--- config.mk ---
export PLATFORM = sky130hd
export DESIGN_NAME = uart_rx_core
export DESIGN_NICKNAME = d
export VERILOG_FILES = /design/src/rtl/uart_pkg.sv /design/src/rtl/uart_baud_tick.sv /design/src/rtl/uart_rx_core.sv
export SDC_FILE = /design/constraint.sdc
export NUM_CORES = 1
export LEC_CHECK = 0
export ABC_AREA = 0
export ABC_CLOCK_PERIOD_IN_PS = 1900
export CORE_MARGIN = 10
export CORE_UTILIZATION = 30
export CTS_CLUSTER_DIAMETER = 40
export DETAILED_ROUTE_END_ITERATION = 10
export PLACE_DENSITY = 0.52
export SLEW_MARGIN = 10
export SYNTH_ARGS = -nofsm -noshare
export SYNTH_HDL_FRONTEND = slang
export SYNTH_SLANG_ARGS = --single-unit
--- constraint.sdc ---
create_clock -name clk -period 1.9 [get_ports clk]
set_input_delay 0.285 -clock clk [delete_from_list [all_inputs] [get_ports clk]]
set_output_delay 0.285 -clock clk [all_outputs]
set_load 0.1 [all_outputs]
--- src/rtl/uart_pkg.sv ---
// Shared UART definitions used by both the receive and transmit sides.
package uart_pkg;
  localparam int         OVERSAMPLE  = 16;
  localparam logic [3:0] MID_SAMPLE  = 4'd7;
  localparam logic [1:0] DBITS_5     = 2'd0;
  localparam logic [1:0] DBITS_6     = 2'd1;
  localparam logic [1:0] DBITS_7     = 2'd2;
  localparam logic [1:0] DBITS_8     = 2'd3;

  typedef enum logic [2:0] {IDLE, START, DATA, PARITY, STOP, BREAK} uart_state_e;

  typedef struct packed {
    logic [7:0] data;
    logic       ferr;
    logic       perr;
  } rx_frame_t;

  // Index of the final data bit for a data_bits code (5..8 bits -> 4..7).
  function automatic logic [2:0] last_bit_idx(input logic [1:0] db);
    return 3'd4 + {1'b0, db};
  endfunction
endpackage

--- src/rtl/uart_baud_tick.sv ---
// Oversample tick generator: one-cycle pulse every baud_div clocks, restartable to align phase.
module uart_baud_tick #(
  parameter int DIV_W = 16
) (
  input  logic             clk,
  input  logic             rst,
  input  logic             restart,
  input  logic [DIV_W-1:0] baud_div,
  output logic             tick
);
  logic [DIV_W-1:0] cnt;
  logic [DIV_W-1:0] reload;

  // A divisor of 0 behaves like 1 (tick every clock).
  assign reload = (baud_div == '0) ? '0 : baud_div - DIV_W'(1);

  always_ff @(posedge clk) begin
    if (rst) begin
      cnt  <= '0;
      tick <= 1'b0;
    end else if (restart) begin
      cnt  <= reload;
      tick <= 1'b0;
    end else if (cnt == '0) begin
      cnt  <= reload;
      tick <= 1'b1;
    end else begin
      cnt  <= cnt - DIV_W'(1);
      tick <= 1'b0;
    end
  end
endmodule

--- src/rtl/uart_rx_core.sv ---
// UART receiver: 2-FF sync, 16x oversampled deframer, one-entry valid/ready output register.
module uart_rx_core
  import uart_pkg::*;
#(
  parameter int OVERSAMPLE = 16,
  parameter int DIV_W      = 16
) (
  input  logic             clk,
  input  logic             rst,
  input  logic             rx,
  input  logic [DIV_W-1:0] baud_div,
  input  logic [1:0]       data_bits,
  input  logic             parity_en,
  input  logic             parity_odd,
  output logic [7:0]       rx_data,
  output logic             rx_valid,
  input  logic             rx_ready,
  output logic             frame_err,
  output logic             parity_err,
  output logic             overrun,
  output logic             busy
);
  localparam logic [3:0] SC_LAST = 4'(OVERSAMPLE - 1);

  uart_state_e state, state_nxt;
  logic        rx_meta, rx_s;
  logic        tick, restart;
  logic [3:0]  sc;
  logic [2:0]  bc, last_idx;
  logic [7:0]  sh;
  logic        par, perr;
  logic [1:0]  cfg_bits;
  logic        cfg_pen, cfg_odd;
  logic        deliver;
  rx_frame_t   frm;

  assign last_idx = last_bit_idx(cfg_bits);
  assign busy     = (state != IDLE);

  uart_baud_tick #(.DIV_W(DIV_W)) u_tick (
    .clk      (clk),
    .rst      (rst),
    .restart  (restart),
    .baud_div (baud_div),
    .tick     (tick)
  );

  always_ff @(posedge clk) begin
    if (rst) state <= IDLE;
    else     state <= state_nxt;
  end

  always_comb begin
    state_nxt = state;
    restart   = 1'b0;
    case (state)
      IDLE:   if (!rx_s) begin state_nxt = START; restart = 1'b1; end
      START:  if (tick && sc == MID_SAMPLE) state_nxt = rx_s ? IDLE : DATA;
      DATA:   if (tick && sc == SC_LAST && bc == last_idx) state_nxt = cfg_pen ? PARITY : STOP;
      PARITY: if (tick && sc == SC_LAST) state_nxt = STOP;
      STOP:   if (tick && sc == SC_LAST) state_nxt = rx_s ? IDLE : BREAK;
      BREAK:  if (rx_s) state_nxt = IDLE;
      default: state_nxt = IDLE;
    endcase
  end

  always_ff @(posedge clk) begin
    if (rst) begin
      rx_meta    <= 1'b1;
      rx_s       <= 1'b1;
      sc         <= '0;
      bc         <= '0;
      sh         <= '0;
      par        <= 1'b0;
      perr       <= 1'b0;
      cfg_bits   <= '0;
      cfg_pen    <= 1'b0;
      cfg_odd    <= 1'b0;
      deliver    <= 1'b0;
      frm        <= '0;
      rx_data    <= '0;
      rx_valid   <= 1'b0;
      frame_err  <= 1'b0;
      parity_err <= 1'b0;
      overrun    <= 1'b0;
    end else begin
      rx_meta <= rx;
      rx_s    <= rx_meta;
      deliver <= 1'b0;
      overrun <= 1'b0;

      // Config is frozen at start detect so mid-frame changes only hit the next frame.
      if (state == IDLE && !rx_s) begin
        sc       <= '0;
        bc       <= '0;
        par      <= 1'b0;
        perr     <= 1'b0;
        cfg_bits <= data_bits;
        cfg_pen  <= parity_en;
        cfg_odd  <= parity_odd;
      end else if (tick) begin
        case (state)
          START: sc <= (sc == MID_SAMPLE) ? 4'd0 : sc + 4'd1;
          DATA: begin
            sc <= sc + 4'd1;
            if (sc == SC_LAST) begin
              sh  <= {rx_s, sh[7:1]};
              par <= par ^ rx_s;
              bc  <= bc + 3'd1;
            end
          end
          PARITY: begin
            sc <= sc + 4'd1;
            if (sc == SC_LAST) perr <= (rx_s != (par ^ cfg_odd));
          end
          STOP: begin
            sc <= sc + 4'd1;
            if (sc == SC_LAST) begin
              deliver  <= 1'b1;
              // Bits arrive at the MSB end; shift down to right-align short words.
              frm.data <= sh >> (3'd7 - last_idx);
              frm.ferr <= !rx_s;
              frm.perr <= perr;
            end
          end
          default: ;
        endcase
      end

      if (deliver && (!rx_valid || rx_ready)) begin
        rx_valid   <= 1'b1;
        rx_data    <= frm.data;
        frame_err  <= frm.ferr;
        parity_err <= frm.perr;
      end else begin
        if (deliver)              overrun  <= 1'b1;
        if (rx_valid && rx_ready) rx_valid <= 1'b0;
      end
    end
  end
endmodule

Word level (Yosys, flattened, before mapping)

Index checks and enable logic that the tools add are counted.

Add/sub/neg operators: 6
Eq/ne operators: 15
Shift-type cells: 1
Multiplexer cells: 22
Bitwise operators: 5
Reduce and logical (&&, ||, !) cells: 26

Operators with widths:

| kind                                                                 | count |
|---|---|
| 16-bit 2-to-1 mux                                                    | 3 |
| 16-bit logical NOT                                                   | 2 |
| 16-bit by 1-bit subtractor with 16-bit output, second input constant | 2 |
| 3-bit 2-to-1 mux                                                     | 8 |
| 3-bit case mux with 6 select lines                                   | 1 |
| 2-bit inequality test, second input constant                         | 6 |
| 4-bit case mux with 2 select lines                                   | 1 |
| 4-bit AND reduction                                                  | 2 |
| 8-bit by 3-bit >> shifter with 8-bit output                          | 1 |
| 1-bit 2-to-1 mux                                                     | 7 |
| 3-bit by 2-bit == test with 1-bit output, second input constant      | 2 |
| 3-bit == test, second input constant                                 | 2 |
| 1-bit logical AND                                                    | 6 |
| 3-bit AND reduction                                                  | 2 |
| 6-bit AND reduction                                                  | 1 |
| 2-bit OR reduction                                                   | 3 |
| 4-bit by 1-bit adder with 4-bit output, second input constant        | 1 |
| 4-bit by 3-bit == test with 1-bit output, second input constant      | 1 |
| 4-bit == test, second input constant                                 | 1 |
| 4-bit 2-to-1 mux                                                     | 1 |
| 2-bit nonzero test                                                   | 2 |
| 4-bit OR reduction                                                   | 1 |
| 3-bit by 1-bit adder with 3-bit output, second input constant        | 1 |
| 3-bit by 2-bit adder with 3-bit output, first input constant         | 1 |
| 13 further kinds                                                     | 17 |

Register bits: 66
Bits of input ports: 24

Longest topological paths before layout

Word-level depth: 5
Mapped depth: 8
Depth with buffers taken out: 7

Modules after synthesis

Synthesis repeated with hierarchy kept, for this count alone.

Cells, all modules: 397
Area, all modules: 3601.0 µm²

Modules (own cells, without submodules):

| module         | times used | cells an instance | area an instance (µm²) | seq. area each (µm²) |
|---|---|---|---|---|
| uart_rx_core   | 1          | 249               | 2296.0                 | 980.9 |
| uart_baud_tick | 1          | 148               | 1305.0                 | 340.3 |

Worst setup path after synthesis

Ideal clock, no wire load.

Path type: register -> register
Start: register rx_valid
End: register frame_err
Setup time: 128 ps
Data arrival time: 1981 ps
Required time: 1772 ps
Slack: -209 ps
Stages on the path, launching flop included: 6
Path buffers: 1
Cell sequence: dfxtp_1 inv_1 o21ai_0 buf_1 mux2i_1 nor2_1

Cells in the longest elaborated chain, start to end: 3

Ends and longest elaborated chain:

| what                   | RTL line            | RTL |
|---|---|---|
| start, declared        | uart_rx_core.sv:16  | `output logic rx_valid,` |
| start signal, assigned | uart_rx_core.sv:82  | `rx_valid <= 1'b0;` |
| start signal, assigned | uart_rx_core.sv:131 | `rx_valid <= 1'b1;` |
| start signal, assigned | uart_rx_core.sv:137 | `if (rx_valid && rx_ready) rx_valid <= 1'b0;` |
| 1-bit logical NOT      | uart_rx_core.sv:130 | `if (deliver && (!rx_valid \|\| rx_ready)) begin` |
| 1-bit logical OR       | uart_rx_core.sv:130 |  |
| 1-bit logical AND      | uart_rx_core.sv:130 |  |
| end signal, assigned   | uart_rx_core.sv:133 | `frame_err <= frm.ferr;` |
| end, declared          | uart_rx_core.sv:18  | `output logic frame_err,` |

Every way passes these cells.
A chain may end at the register's enable or synchronous reset.

Worst setup path after layout

Start: register u_tick.cnt[8]
End: register u_tick.cnt[11]

Cells in the longest elaborated chain, start to end: 3

Ends and longest elaborated chain:

| what                                                                                | RTL line                                   | RTL |
|---|---|---|
| start, declared                                                                     | uart_baud_tick.sv:11                       | `logic [DIV_W-1:0] cnt;` |
| start signal, assigned                                                              | uart_baud_tick.sv:22                       | `cnt <= reload;` |
| start signal, assigned                                                              | uart_baud_tick.sv:25                       | `cnt <= reload;` |
| start signal, assigned                                                              | uart_baud_tick.sv:28                       | `cnt <= cnt - DIV_W'(1);` |
| 16-bit by 1-bit subtractor with 16-bit output or 16-bit logical NOT (tied branches) | uart_baud_tick.sv:28, uart_baud_tick.sv:24 |  |
| 16-bit 2-to-1 mux (*)                                                               | uart_baud_tick.sv:24                       | `end else if (cnt == '0) begin` |
| 16-bit 2-to-1 mux (*)                                                               | uart_baud_tick.sv:21                       | `end else if (restart) begin` |

Mark *: on every way between the ends. The rest lies on a longest branch, timed or not.

==> results.cfg <==
[global_route]
grt_max_degree = 30
grt_util_all_layers = 0.1010
grt_remaining_overflow = 0
antenna_found_initial = 0
first_global_vias = 2988
grt_pass1_wl_um = 13690

[yosys]
synthSimpleGateAreaFrac = 0.2606
synth_compound_area_frac = 0.1416
synth_top_family_by_area = simple AND/OR/NAND/NOR gates
synth.cell_area_mm2 = 0.003376
synth.distinct_cells = 55
syn_inst = 394
synth-xor-area-share = 0.07524
synthMuxAreaShare = 0.07487
syn_area_per_cell_um2 = 8.568
async_flop_share = 0
yosys.area_share.adder = 0.01853
synthFlopType = dfxtp_1
synth-edff-count = 0
synthesis.nets = 423
yosysWarningCount = 0
yosysSeqAreaShare = 0.3914
ys_ff_latch = 66

[sta]
slew_headroom = 0.7222
clock_skew_ns = 0.004978
fin_crit_ns = 1.830
hold_violations = 0
timing.fmax_ghz = 0.5463
fin_crit_sh = 0.9634
setup_viol = 0
tightest_slew_ns = 0.4115
finalSetupTns_ns = 0
slew_viol_final = 0

[critical_path]
start_kind = flip-flop
rr_startpoint = u_tick.cnt[8]
cp.required_ns = 2.11
critPathKind = flip-flop to flip-flop
cp.arrival_ns = 2.04
cp-startpoint = u_tick.cnt[8]
critPathCapture = u_tick.cnt[11]
crit_fanout = 18
regToRegSetupSlack_ns = 0.07
cp-end-kind = flip-flop
reg2reg_to = u_tick.cnt[11]
r2r_cells = 6

[clock_network]
clockBufferDepth = 2
numClockSinks = 66
clockRootBuffer = clkbuf_16
cts_buffers = 9
cts-hold-fix-buffers = 0
tritoncts = yes
clk_pin_slew_ns = 0.05
cts_max_level = 3
clk_latency_ns = 0.32

[layout]
drive_gt1_frac = 0.2703
multi_input_area_mm2 = 0.002022
final_common_cell = buf_4
finish.utilization = 0.4269
seq_area_mm2 = 0.001323
area_delta_synth_final_pct = 38.29
final_cell_mix = 67 x buf_4, 65 x dfxtp_1, 50 x nand2_1, 38 x nor2_1, 36 x a21oi_1
fillers = 1106
n_antenna_cell = 0
layout.nets = 505

[die]
row_count = 38
core_area_mm2 = 0.01094
die_height_um = 126.1
dieArea_mm2 = 0.01589
ioPinCount = 37
die_w_um = 126.1
initial_core_util = 0.3087

[drt]
via_count = 2985
wl_per_cell_um = 13.10
drtAntennaViolNets = 0
dr.pass1.iters = 4
via_per_inst = 4.807
wl_um = 8132
drc = 0
drt_first_iter_violations = 162

[outcome]
status = complete, no violations

[power]
power.leakage_uw = 0.001860
intPower_uw = 3519
p_sw_frac = 0.2983
power_frac_seq = 0.338
clock_power_share = 0.352
ir_drop_mv = 0.4655
pwr_density_cell_mw_per_mm2 = 1074
p_sw_uw = 1496
p_comb_frac = 0.310

[placement]
dpl.hpwl_um = 5965
portBuffers = 36
gp_congestion = 0.8476

[job]
cap_violations = 0

[min_path]
min_path_type = input pin to flip-flop
min_delay_path_depth = 2
[what timing repair did]
action / 4_1_cts / 5_1_grt
gates resized for setup: 8 / 19
gates cloned: 1 / 0
setup buffers: 3 / 2
endpoints found under the setup margin: 13 / 22
pin swaps: 8 / 7
[area by class of cell]
type | count | area share
Clock buffer | 11 | 0.05200
Clock inverter | 5 | 0.01662
Inverter | 9 | 0.007237
Multi-Input combinational cell | 297 | 0.4331
Sequential cell | 66 | 0.2833
Tap cell | 140 | 0.03752
Timing Repair Buffer | 93 | 0.1702
[sequential cells by signal, indices dropped and copies added (netlist names)]
signal and count:
u_tick.cnt 16, frm 10, rx_data 8, sh 8
sc 4, bc 3, state 3, cfg_bits 2
cfg_odd 1, cfg_pen 1, deliver 1, frame_err 1
overrun 1, par 1, parity_err 1, perr 1
rx_meta 1, rx_s 1, rx_valid 1, u_tick.tick 1
[worst max-delay path, stage by stage, from the launching register on]
cell and delay, ns:
dfxtp_1 0.36, or4_4 0.52, nor3_2 0.20, a31oi_2 0.15
buf_12 0.18, nor3_2 0.24, a211oi_2 0.07
[cells by family after synthesis]
family,after synthesis
flip-flops,66
adder cells (fa/ha/maj),5
multiplexers,20
AO/OA/AOI/OAI,77
AND/OR/NAND/NOR,165
buffers and inverters,32
XOR/XNOR,29
[cells in the mapped netlist (5+ instances only)]
library cell / instances / area, um2
nor2_1: 39 / 146.4
nand4_1: 6 / 37.54
clkbuf_1: 18 / 67.56
nand3_1: 12 / 60.06
and3_1: 6 / 37.54
mux2i_1: 14 / 140.1
a21oi_1: 36 / 180.2
inv_1: 9 / 33.78
dfxtp_1: 66 / 1321
xnor2_1: 16 / 140.1
xor2_1: 13 / 113.9
a211oi_1: 8 / 60.06
nor3_1: 10 / 50.05
o21ai_0: 13 / 65.06
nand2_1: 51 / 191.4
ha_1: 5 / 62.56
[per-stage QoR]
stage          cells  total power, uW  hold slack (ns)  instance area, um2  setup slack [ns]
2_1_floorplan    394             2654           0.3623                3382           0.04320
3_3_place_gp     599             3205           0.3934                4202           -0.3953
3_5_place_dp     599             3214           0.3994                4202           -0.4586
4_1_cts          619             5013           0.3026                4583          0.006657
5_1_grt          621             5300           0.3281                4668         -0.007722
6_report         621             5014           0.3115                4668           0.06956
[power groups by stage]
stage	Sequential, uW	Combinational, uW	Clock [uW]
floorplan	1700	955	0
global placement	1720	1490	0
detailed placement	1720	1490	0
CTS	1700	1510	1800
global route	1720	1720	1860
finish	1700	1550	1760
[worst min path at each step]
stage	slack (ns)	from	to
finish	0.31	rst	u_tick.cnt[6]
global route	0.33	rst	sh[4]
CTS	0.30	rst	sh[6]
detailed placement	0.40	rx_meta	rx_s
global placement	0.39	rx_meta	rx_s
floorplan	0.36	rx_ready	overrun
[metal layers]
metal / up-vias / share of wire / GRT usage / wire length [um]
met2: 50 / 0.49 / 0.1750 / 3958
met1: 1360 / 0.46 / 0.1174 / 3760
met4: 0 / 0.0098 / 0.02813 / 80
met5: - / 0 / 0 / 0
li1: 1566 / - / - / -
met3: 9 / 0.041 / 0.03104 / 332
(Power assumes the default switching activity.)
